[src/rtl/lsu_writeback.sv]
// Writeback stage behind the load/store unit of the rv32e pipeline.
// It merges ALU results and LSU load data onto one register-file write port.
// It tracks the destination of a single outstanding load and holds at most one
// ALU result that collides with load data. It also raises a load-use hazard
// flag for decode and latches any protocol violation in a sticky error flag.
module lsu_writeback #(
    parameter int ADDR_W  = 4,
    parameter int TIMEOUT = 8
) (
    input  logic              clk,
    input  logic              rst_n,
    input  logic              alu_wb_flag_i,
    input  logic [ADDR_W-1:0] alu_rd_i,
    input  logic [31:0]       alu_wdata_i,
    input  logic              load_issue_i,
    input  logic [ADDR_W-1:0] load_rd_i,
    input  logic              lsu_wb_flag_i,
    input  logic [31:0]       lsu_wdata_i,
    input  logic [ADDR_W-1:0] rs1_i,
    input  logic [ADDR_W-1:0] rs2_i,
    output logic              rf_we_o,
    output logic [ADDR_W-1:0] rf_waddr_o,
    output logic [31:0]       rf_wdata_o,
    output logic              hazard_o,
    output logic              error_o,
    output logic [31:0]       wb_count_o
);

    typedef enum logic {
        ST_IDLE = 1'b0,
        ST_WAIT = 1'b1
    } state_t;

    // The last WAIT cycle the LSU is allowed before the load is abandoned.
    localparam logic [7:0] TIMER_LAST = 8'(TIMEOUT - 1);

    state_t            state_q;
    logic [ADDR_W-1:0] pendingRd_q;
    logic [7:0]        timer_q;
    logic              skidValid_q;
    logic [ADDR_W-1:0] skidRd_q;
    logic [31:0]       skidData_q;
    logic              rfWe_q;
    logic [ADDR_W-1:0] rfWaddr_q;
    logic [31:0]       rfWdata_q;
    logic              error_q;
    logic [31:0]       wbCount_q;

    logic              lsuHit;
    logic              skidDrain;
    logic              aluDirect;
    logic              selValid;
    logic [ADDR_W-1:0] selRd;
    logic [31:0]       selData;
    logic              selCommit;
    logic              pendHit;
    logic              skidHit;

    // Pick this cycle's write: load data first, then the skid entry, then a fresh ALU result.
    always_comb begin
        lsuHit    = (state_q == ST_WAIT) && lsu_wb_flag_i;
        skidDrain = (state_q == ST_IDLE) && skidValid_q;
        aluDirect = (state_q == ST_IDLE) && !skidValid_q && alu_wb_flag_i;
        selValid  = 1'b0;
        selRd     = '0;
        selData   = '0;
        if (lsuHit) begin
            selValid = 1'b1;
            selRd    = pendingRd_q;
            selData  = lsu_wdata_i;
        end else if (skidDrain) begin
            selValid = 1'b1;
            selRd    = skidRd_q;
            selData  = skidData_q;
        end else if (aluDirect) begin
            selValid = 1'b1;
            selRd    = alu_rd_i;
            selData  = alu_wdata_i;
        end
        // x0 is hardwired to zero, so a write to it is simply dropped.
        selCommit = selValid && (selRd != '0);
    end

    // Decode must stall while a nonzero source waits on the pending load or the skid entry.
    always_comb begin
        pendHit = (state_q == ST_WAIT) &&
                  (((rs1_i != '0) && (rs1_i == pendingRd_q)) ||
                   ((rs2_i != '0) && (rs2_i == pendingRd_q)));
        skidHit = skidValid_q &&
                  (((rs1_i != '0) && (rs1_i == skidRd_q)) ||
                   ((rs2_i != '0) && (rs2_i == skidRd_q)));
        hazard_o = pendHit || skidHit;
    end

    // State machine, skid buffer, registered write port, counter and sticky error.
    always_ff @(posedge clk or negedge rst_n) begin
        if (!rst_n) begin
            state_q     <= ST_IDLE;
            pendingRd_q <= '0;
            timer_q     <= '0;
            skidValid_q <= 1'b0;
            skidRd_q    <= '0;
            skidData_q  <= '0;
            rfWe_q      <= 1'b0;
            rfWaddr_q   <= '0;
            rfWdata_q   <= '0;
            error_q     <= 1'b0;
            wbCount_q   <= '0;
        end else begin
            rfWe_q <= selCommit;
            if (selCommit) begin
                rfWaddr_q <= selRd;
                rfWdata_q <= selData;
                wbCount_q <= wbCount_q + 32'd1;
            end

            // An ALU result that cannot go straight to the port lands in the skid.
            // A draining entry frees its slot this cycle. A full, idle-blocked slot drops the newcomer.
            if (alu_wb_flag_i && !aluDirect) begin
                if (!skidValid_q || skidDrain) begin
                    skidValid_q <= 1'b1;
                    skidRd_q    <= alu_rd_i;
                    skidData_q  <= alu_wdata_i;
                end else begin
                    error_q <= 1'b1;
                end
            end else if (skidDrain) begin
                skidValid_q <= 1'b0;
            end

            case (state_q)
                ST_IDLE: begin
                    if (lsu_wb_flag_i) begin
                        error_q <= 1'b1;
                    end
                    if (load_issue_i) begin
                        state_q     <= ST_WAIT;
                        pendingRd_q <= load_rd_i;
                        timer_q     <= '0;
                    end
                end
                ST_WAIT: begin
                    if (load_issue_i) begin
                        error_q <= 1'b1;
                    end
                    if (lsu_wb_flag_i) begin
                        state_q <= ST_IDLE;
                    end else if (timer_q == TIMER_LAST) begin
                        state_q <= ST_IDLE;
                        error_q <= 1'b1;
                    end else begin
                        timer_q <= timer_q + 8'd1;
                    end
                end
                default: state_q <= ST_IDLE;
            endcase
        end
    end

    assign rf_we_o    = rfWe_q;
    assign rf_waddr_o = rfWaddr_q;
    assign rf_wdata_o = rfWdata_q;
    assign error_o    = error_q;
    assign wb_count_o = wbCount_q;

endmodule

[config.mk]
export PLATFORM = sky130hd
export DESIGN_NAME = lsu_writeback
export DESIGN_NICKNAME = d
export VERILOG_FILES = /design/src/rtl/lsu_writeback.sv
export SDC_FILE = /design/constraint.sdc
export NUM_CORES = 1
export LEC_CHECK = 0
export ABC_AREA = 0
export BUFFER_PORTS_ARGS = -buffer_cell sky130_fd_sc_hd__buf_2
export CELL_PAD_IN_SITES_DETAIL_PLACEMENT = 1
export CELL_PAD_IN_SITES_GLOBAL_PLACEMENT = 1
export CORE_MARGIN = 2
export CORE_UTILIZATION = 40
export CTS_CLUSTER_DIAMETER = 30
export DETAILED_ROUTE_END_ITERATION = 8
export GPL_ROUTABILITY_DRIVEN = 0
export PLACE_DENSITY = 0.79
export SETUP_SLACK_MARGIN = 0.4
export SLEW_MARGIN = 20
export SYNTH_ARGS = -nofsm -noshare
export SYNTH_HDL_FRONTEND = slang
export SYNTH_SLANG_ARGS = --single-unit
[constraint.sdc]
create_clock -name clk -period 2.4 [get_ports clk]
set_clock_uncertainty 0.15 [all_clocks]
set_input_delay 0.48 -clock clk [delete_from_list [all_inputs] [get_ports clk]]
set_output_delay 0.48 -clock clk [all_outputs]
set_load 0.05 [all_outputs]
==> results.sh, run 1 <==
export IMPL_syn_area_mm2=0.00549
export IMPL_syn_inst=491
export IMPL_first_pass_iters=8
export IMPL_drt_antenna_violating_nets=0
export IMPL_vias=5026
export IMPL_area_growth_pct=46.1
export IMPL_final_cells=884
export IMPL_fin_crit_ns=2.55
export IMPL_finalNetCount=784
export IMPL_path_cells="xor2_1 -> nor3_1 -> nand3_1 -> o41ai_2 -> a22o_2 -> buf_8"
export IMPL_yosys_area_top_type_share_pct=54.7
export IMPL_avgSynthCellArea_um2=11.2
export IMPL_setup_violations=1
export IMPL_synth_ff_type="dfrtp_1"
export IMPL_via_per_inst=5.69
export IMPL_pre_cts_slack_ns=0.00552
export IMPL_synth_distinct_cells=42
export IMPL_async_flop_share_pct=100
export IMPL_fin_crit_sh_pct=106
export IMPL_synth_area_top_cells="dfrtp_1, mux2_2, a222oi_1"
export IMPL_overflow=0
export IMPL_fillers=1426
export IMPL_p_leak_nw=3.62
export IMPL_yosysMostFrequentCell="dfrtp_1"
export IMPL_startpoint_type="flip-flop"
export IMPL_fp_dieW_um=121
export IMPL_synth_warnings=0
export IMPL_synth_net_count=578
export IMPL_cts_tree="done"
export IMPL_setup_ws_ns=-0.146
export IMPL_synth_top_area_cell="dfrtp_1"
export IMPL_path_class="flip-flop to primary output"
export IMPL_violations="negative setup slack"
export IMPL_cp_end_kind="primary output"
export IMPL_power_density_mw_per_mm2=1220
export IMPL_setup_tns_ns=-0.146
export IMPL_synth_edf_count=0
export IMPL_slew_headroom_pct=55.2
export IMPL_cts_made_buffers=17
export IMPL_initial_utilization_pct=41.1
export IMPL_ir_drop_mv=0.626
export IMPL_synth_seq_cells=120
export IMPL_rsz0062_at_grt="true"
export IMPL_final_util_pct=60.1
export IMPL_route_detailed_drc=0
export IMPL_wl_per_cell_um=21.7
export IMPL_dpl_hpwl_mm=11.3
export IMPL_drt_iter0_markers=499
export IMPL_clock_latency_ns=0.42
export IMPL_drive_gt1_share_pct=52.7
export IMPL_cp_data_required_time_ns=1.77
export IMPL_num_rows=42
export IMPL_core_area_mm2=0.0133
export IMPL_drv_cap=0
export IMPL_grt_util_all_layers_pct=24.0
export IMPL_finalHoldViolations=0
export IMPL_h_tree_depth=4
export IMPL_critical_path_max_stage_delay_ns=0.48
export IMPL_slew_violations=0
export IMPL_synth_seq_area_share_pct=54.7
export IMPL_worst_pin_slew_ns=0.670
export IMPL_cts_sinks=120
export IMPL_clockRootBuffer="clkbuf_16"
export IMPL_status="complete, but fails checks"
export IMPL_grt_antenna_before_repair=0
export IMPL_antenna_cells=0
export IMPL_clock_path_buffers=2
export IMPL_critPathMaxFanout=6
export IMPL_grt_max_degree=51
export IMPL_synth_common_cells="dfrtp_1, nor2_1, mux2_2, nand2_1, a21oi_1"
export IMPL_fmax_ghz=0.393
export IMPL_port_buffers=155
export IMPL_fp_dieH_um=121
export IMPL_crit_arrival_ns=1.92
export IMPL_worst_path_max_delay_cell="dfrtp_2"
export IMPL_grt_pass1_wl_mm=27.2
export IMPL_clk_pin_slew_ns=0.05
export IMPL_drt_total_wl_mm=19.1
export IMPL_dp_cells=810
export IMPL_die_area_mm2=0.0147
export IMPL_hold_path_class="input port to flip-flop"
export IMPL_p_total_w=0.00982
export IMPL_grt_pass1_vias=5235
export IMPL_ios=156
[path summary, 6_finish.rpt]
| kind | startpoint | to | slack, ns | depth (start not counted) |
|---|---|---|---|---|
| setup / recovery | skidRd_q[2]$_DFFE_PN0P_ | hazard_o | -0.15 | 6 |
| hold / removal | load_rd_i[0] | pendingRd_q[0]$_DFFE_PN0P_ | 0.10 | 3 |
| setup reg to reg | skidRd_q[2]$_DFFE_PN0P_ | wb_count_o[26]$_DFFE_PN0P_ | 0.01 | 9 |
| hold reg to reg | wb_count_o[31]$_DFFE_PN0P_ | wb_count_o[31]$_DFFE_PN0P_ | 0.32 | 1 |
| max in group asynchronous | rst_n | wb_count_o[11]$_DFFE_PN0P_ | 1.15 | 3 |
| min in group asynchronous | rst_n | wb_count_o[31]$_DFFE_PN0P_ | 0.29 | 2 |
[per-stage QoR]
stage	hold slack (ns)	instance area, um2
finish	0.100	8030
global route	0.118	8030
CTS	0.0922	7370
detailed placement	0.181	6630
global placement	0.180	6630
floorplan	0.0344	5590
[repair_timing]
item                                   CTS  global route
setup buffers                           14            19
gates cloned                             0            10
setup endpoints to repair               76            77
endpoints found under the hold margin    9             0
hold buffers                             1             0
gates resized for setup                 21            81
pin swaps                                9            18
[critical path: cells and delay by family, from the launching register on]
| kind | cells | cell delay [ns] |
|---|---|---|
| flip-flops | 1 | 0.48 |
| XOR/XNOR | 1 | 0.17 |
| AND/OR/NAND/NOR | 2 | 0.38 |
| AO/OA/AOI/OAI | 2 | 0.32 |
| buffers and inverters | 1 | 0.14 |
[power by group]
part / total [W] / switching, W / internal, W
clock: 0.00234 / 0.000857 / 0.00149
sequential: 0.00332 / 0.000630 / 0.00269
combinational: 0.00416 / 0.00269 / 0.00148
[cells by family after synthesis]
logic type               Yosys count  share of synthesized area [%]
multiplexers                      36                           7.38
adder cells (fa/ha/maj)            3                          0.638
AO/OA/AOI/OAI                     91                           12.2
XOR/XNOR                          53                           8.45
buffers and inverters             35                           2.83
flip-flops                       120                           54.7
AND/OR/NAND/NOR                  153                           13.8
[cells in the final DEF, fill, tap and decap left out, drive strengths merged, types with 11 or more instances in the layout]
cell type	n
clkbuf	31
mux2	36
nor3	15
a222oi	32
a21oi	34
xnor2	22
o21ai	11
nor2	43
xor2	31
nand3	19
buf	209
nand2	36
dfrtp	120
[layer usage]
metal / up-vias / GRT usage (%) / share of wire, %
met1: 2570 / 28.4 / 39
li1: 2220 / - / -
met3: 40 / 5.31 / 4.9
met5: - / 0 / 0
met2: 196 / 42.7 / 53
met4: 0 / 8.98 / 2.5
[state kept, by name, summed over array words and instances (netlist names)]
register     cells
skidRd_q         4
pendingRd_q      4
rf_wdata_o      32
wb_count_o      32
state_q          1
error_o          1
rf_we_o          1
timer_q          8
rf_waddr_o       4
skidValid_q      1
skidData_q      32
[layout make-up]
| class | count | area (um2) | share of cell area (%) |
|---|---|---|---|
| Tap cell | 176 | 220 | 2.74 |
| Timing Repair Buffer | 215 | 1480 | 18.5 |
| Clock buffer | 26 | 489 | 6.10 |
| Clock inverter | 4 | 45.0 | 0.561 |
| Inverter | 5 | 28.8 | 0.359 |
| Multi-Input combinational cell | 336 | 2730 | 34.0 |
| Sequential cell | 120 | 3020 | 37.7 |
| Timing Repair inverter | 2 | 12.5 | 0.156 |
Note: power is estimated with default switching activity, not from simulation.
==> inputs of run 2 (changes only) <==
--- a/config.mk
+++ b/config.mk
@@ -15,6 +15,7 @@
 export DETAILED_ROUTE_END_ITERATION = 8
 export GPL_ROUTABILITY_DRIVEN = 0
 export PLACE_DENSITY = 0.79
+export REMOVE_ABC_BUFFERS = 1
 export SETUP_SLACK_MARGIN = 0.4
 export SLEW_MARGIN = 20
 export SYNTH_ARGS = -nofsm -noshare
==> results.sh, run 2 (synthesis results as in run 1) <==
export IMPL_status="complete, but fails checks"
export IMPL_violations="negative setup slack"
export IMPL_slew_violations=0
export IMPL_worstPathBufferInverterCount=1
export IMPL_h_tree_depth=4
export IMPL_clock_latency_ns=0.43
export IMPL_wl_per_cell_um=27.2
export IMPL_final_common_cell="buf_2"
export IMPL_die_area_mm2=0.0147
export IMPL_r2r_worst_path_cells=10
export IMPL_fp_dieH_um=121
export IMPL_setup_ws_ns=-0.199
export IMPL_ir_drop_mv=0.664
export IMPL_reg2reg_to="rf_wdata_o[8]$_DFFE_PN0P_"
export IMPL_power_density_mw_per_mm2=1210
export IMPL_drv_cap=0
export IMPL_path_class="flip-flop to primary output"
export IMPL_critical_path_max_stage_delay_ns=0.49
export IMPL_holdPathStages=3
export IMPL_clk_pin_slew_ns=0.06
export IMPL_cp_depth=4
export IMPL_grt_pass1_wl_mm=27.6
export IMPL_path_cells="xor2_1 -> o41ai_2 -> a22o_1 -> buf_6"
export IMPL_finalNetCount=802
export IMPL_dpl_hpwl_mm=11.0
export IMPL_via_per_inst=6.06
export IMPL_core_area_mm2=0.0133
export IMPL_crit_family="compound AO/OA/AOI/OAI gates"
export IMPL_initial_utilization_pct=41.1
export IMPL_pre_cts_slack_ns=-0.0523
export IMPL_hold_path_class="input port to flip-flop"
export IMPL_reg2reg_slack_ns=-0.13
export IMPL_cp_data_required_time_ns=1.77
export IMPL_final_cell_mix="buf_2, dfrtp_1, buf_4"
export IMPL_grt_util_all_layers_pct=24.6
export IMPL_rr_startpoint="skidValid_q$_DFFE_PN0P_"
export IMPL_port_buffers=155
export IMPL_fillers=1315
export IMPL_cts_sinks=120
export IMPL_fp_dieW_um=121
export IMPL_fin_crit_ns=2.60
export IMPL_setup_violations=44
export IMPL_final_cells=904
export IMPL_slew_headroom_pct=62.7
export IMPL_critPathMaxFanout=5
export IMPL_crit_arrival_ns=1.97
export IMPL_cp_end_kind="primary output"
export IMPL_worst_pin_slew_ns=0.557
export IMPL_drive_gt1_share_pct=60.8
export IMPL_fmax_ghz=0.385
export IMPL_p_leak_nw=4.09
export IMPL_vias=5478
export IMPL_drt_antenna_violating_nets=0
export IMPL_grt_pass1_vias=5309
export IMPL_cts_tree="done"
export IMPL_fin_area_mm2=0.00896
export IMPL_holdWs_ns=0.120
export IMPL_finalHoldViolations=0
export IMPL_worst_path_max_delay_cell="dfrtp_2"
export IMPL_grt_antenna_before_repair=1
export IMPL_place_area_mm2=0.00659
export IMPL_first_pass_iters=7
export IMPL_startpoint_type="flip-flop"
export IMPL_dp_cells=815
export IMPL_num_rows=42
export IMPL_overflow=0
export IMPL_setup_tns_ns=-2.49
export IMPL_drt_iter0_markers=497
export IMPL_rsz0062_at_grt="true"
export IMPL_ios=156
export IMPL_min_to="pendingRd_q[0]$_DFFE_PN0P_"
export IMPL_cts_made_buffers=17
export IMPL_clock_path_buffers=2
export IMPL_route_detailed_drc=0
export IMPL_fin_crit_sh_pct=108
export IMPL_min_from="load_rd_i[0]"
export IMPL_clockRootBuffer="clkbuf_16"
export IMPL_area_growth_pct=63.1
export IMPL_grt_max_degree=75
export IMPL_drt_total_wl_mm=24.6
run 2: cell types whose count changed in the layout (fill, tap and decap cells not counted), sizes merged:
cell / previous run / this run
buf: 209 / 224
clkbuf: 31 / 36
diode: 0 / 3
inv: 7 / 4
bufinv: 1 / 0
clkinvlp: 0 / 1
run 2: worst max-delay path by stage:
stage,start,endpoint,slack (ns)
finish,skidRd_q[1]$_DFFE_PN0P_,hazard_o,-0.20
global route,skidRd_q[2]$_DFFE_PN0P_,hazard_o,-0.20
CTS,pendingRd_q[2]$_DFFE_PN0P_,hazard_o,-0.03
detailed placement,alu_wb_flag_i,rf_wdata_o[7]$_DFFE_PN0P_,-0.05
global placement,alu_wb_flag_i,wb_count_o[16]$_DFFE_PN0P_,0.05
floorplan,skidValid_q$_DFFE_PN0P_,skidData_q[0]$_DFFE_PN0P_,-0.68
run 2: layout make-up:
| cell class | count | area, um2 | area share [%] |
|---|---|---|---|
| Tap cell | 176 | 220 | 2.46 |
| Sequential cell | 120 | 3010 | 33.6 |
| Clock inverter | 3 | 17.5 | 0.196 |
| Inverter | 5 | 26.3 | 0.293 |
| Timing Repair Buffer | 235 | 1780 | 19.9 |
| Clock buffer | 26 | 499 | 5.57 |
| Multi-Input combinational cell | 336 | 3390 | 37.9 |
| Antenna cell | 3 | 7.51 | 0.0838 |
run 2: power by group:
part           switching, W  leakage [nW]  total [W]  internal, W
clock              0.000929         0.252    0.00234      0.00141
sequential         0.000739          1.44    0.00342      0.00268
combinational       0.00318          2.40    0.00512      0.00194
run 2: routing by layer:
layer	wire length, um	global-route usage, %
met1	9100	28.9
met2	12900	42.9
met3	1520	5.59
met4	1020	11.0
met5	0	0
run 2: per-stage QoR:
| step | power [W] | util (%) |
|---|---|---|
| 6_report | 0.0109 | 67.1 |
| 5_1_grt | 0.0112 | 67.1 |
| 4_1_cts | 0.00921 | 56.4 |
| 3_5_place_dp | 0.00659 | 49.4 |
| 3_3_place_gp | 0.00645 | 49.4 |
| 2_1_floorplan | 0.00548 | - |
run 2: tightest hold or removal path, stage by stage:
cell	delay, ns
buf_2	0.07
nand2_1	0.05
nand2_1	0.06
run 2: repair_timing:
action | 4_1_cts | 5_1_grt
endpoints found under the setup margin | 109 | 110
gates resized for setup | 72 | 209
hold buffers | 1 | 0
pin swaps | 14 | 37
cloned | 0 | 14
hold endpoints to repair | 120 | 0
setup buffers | 20 | 22
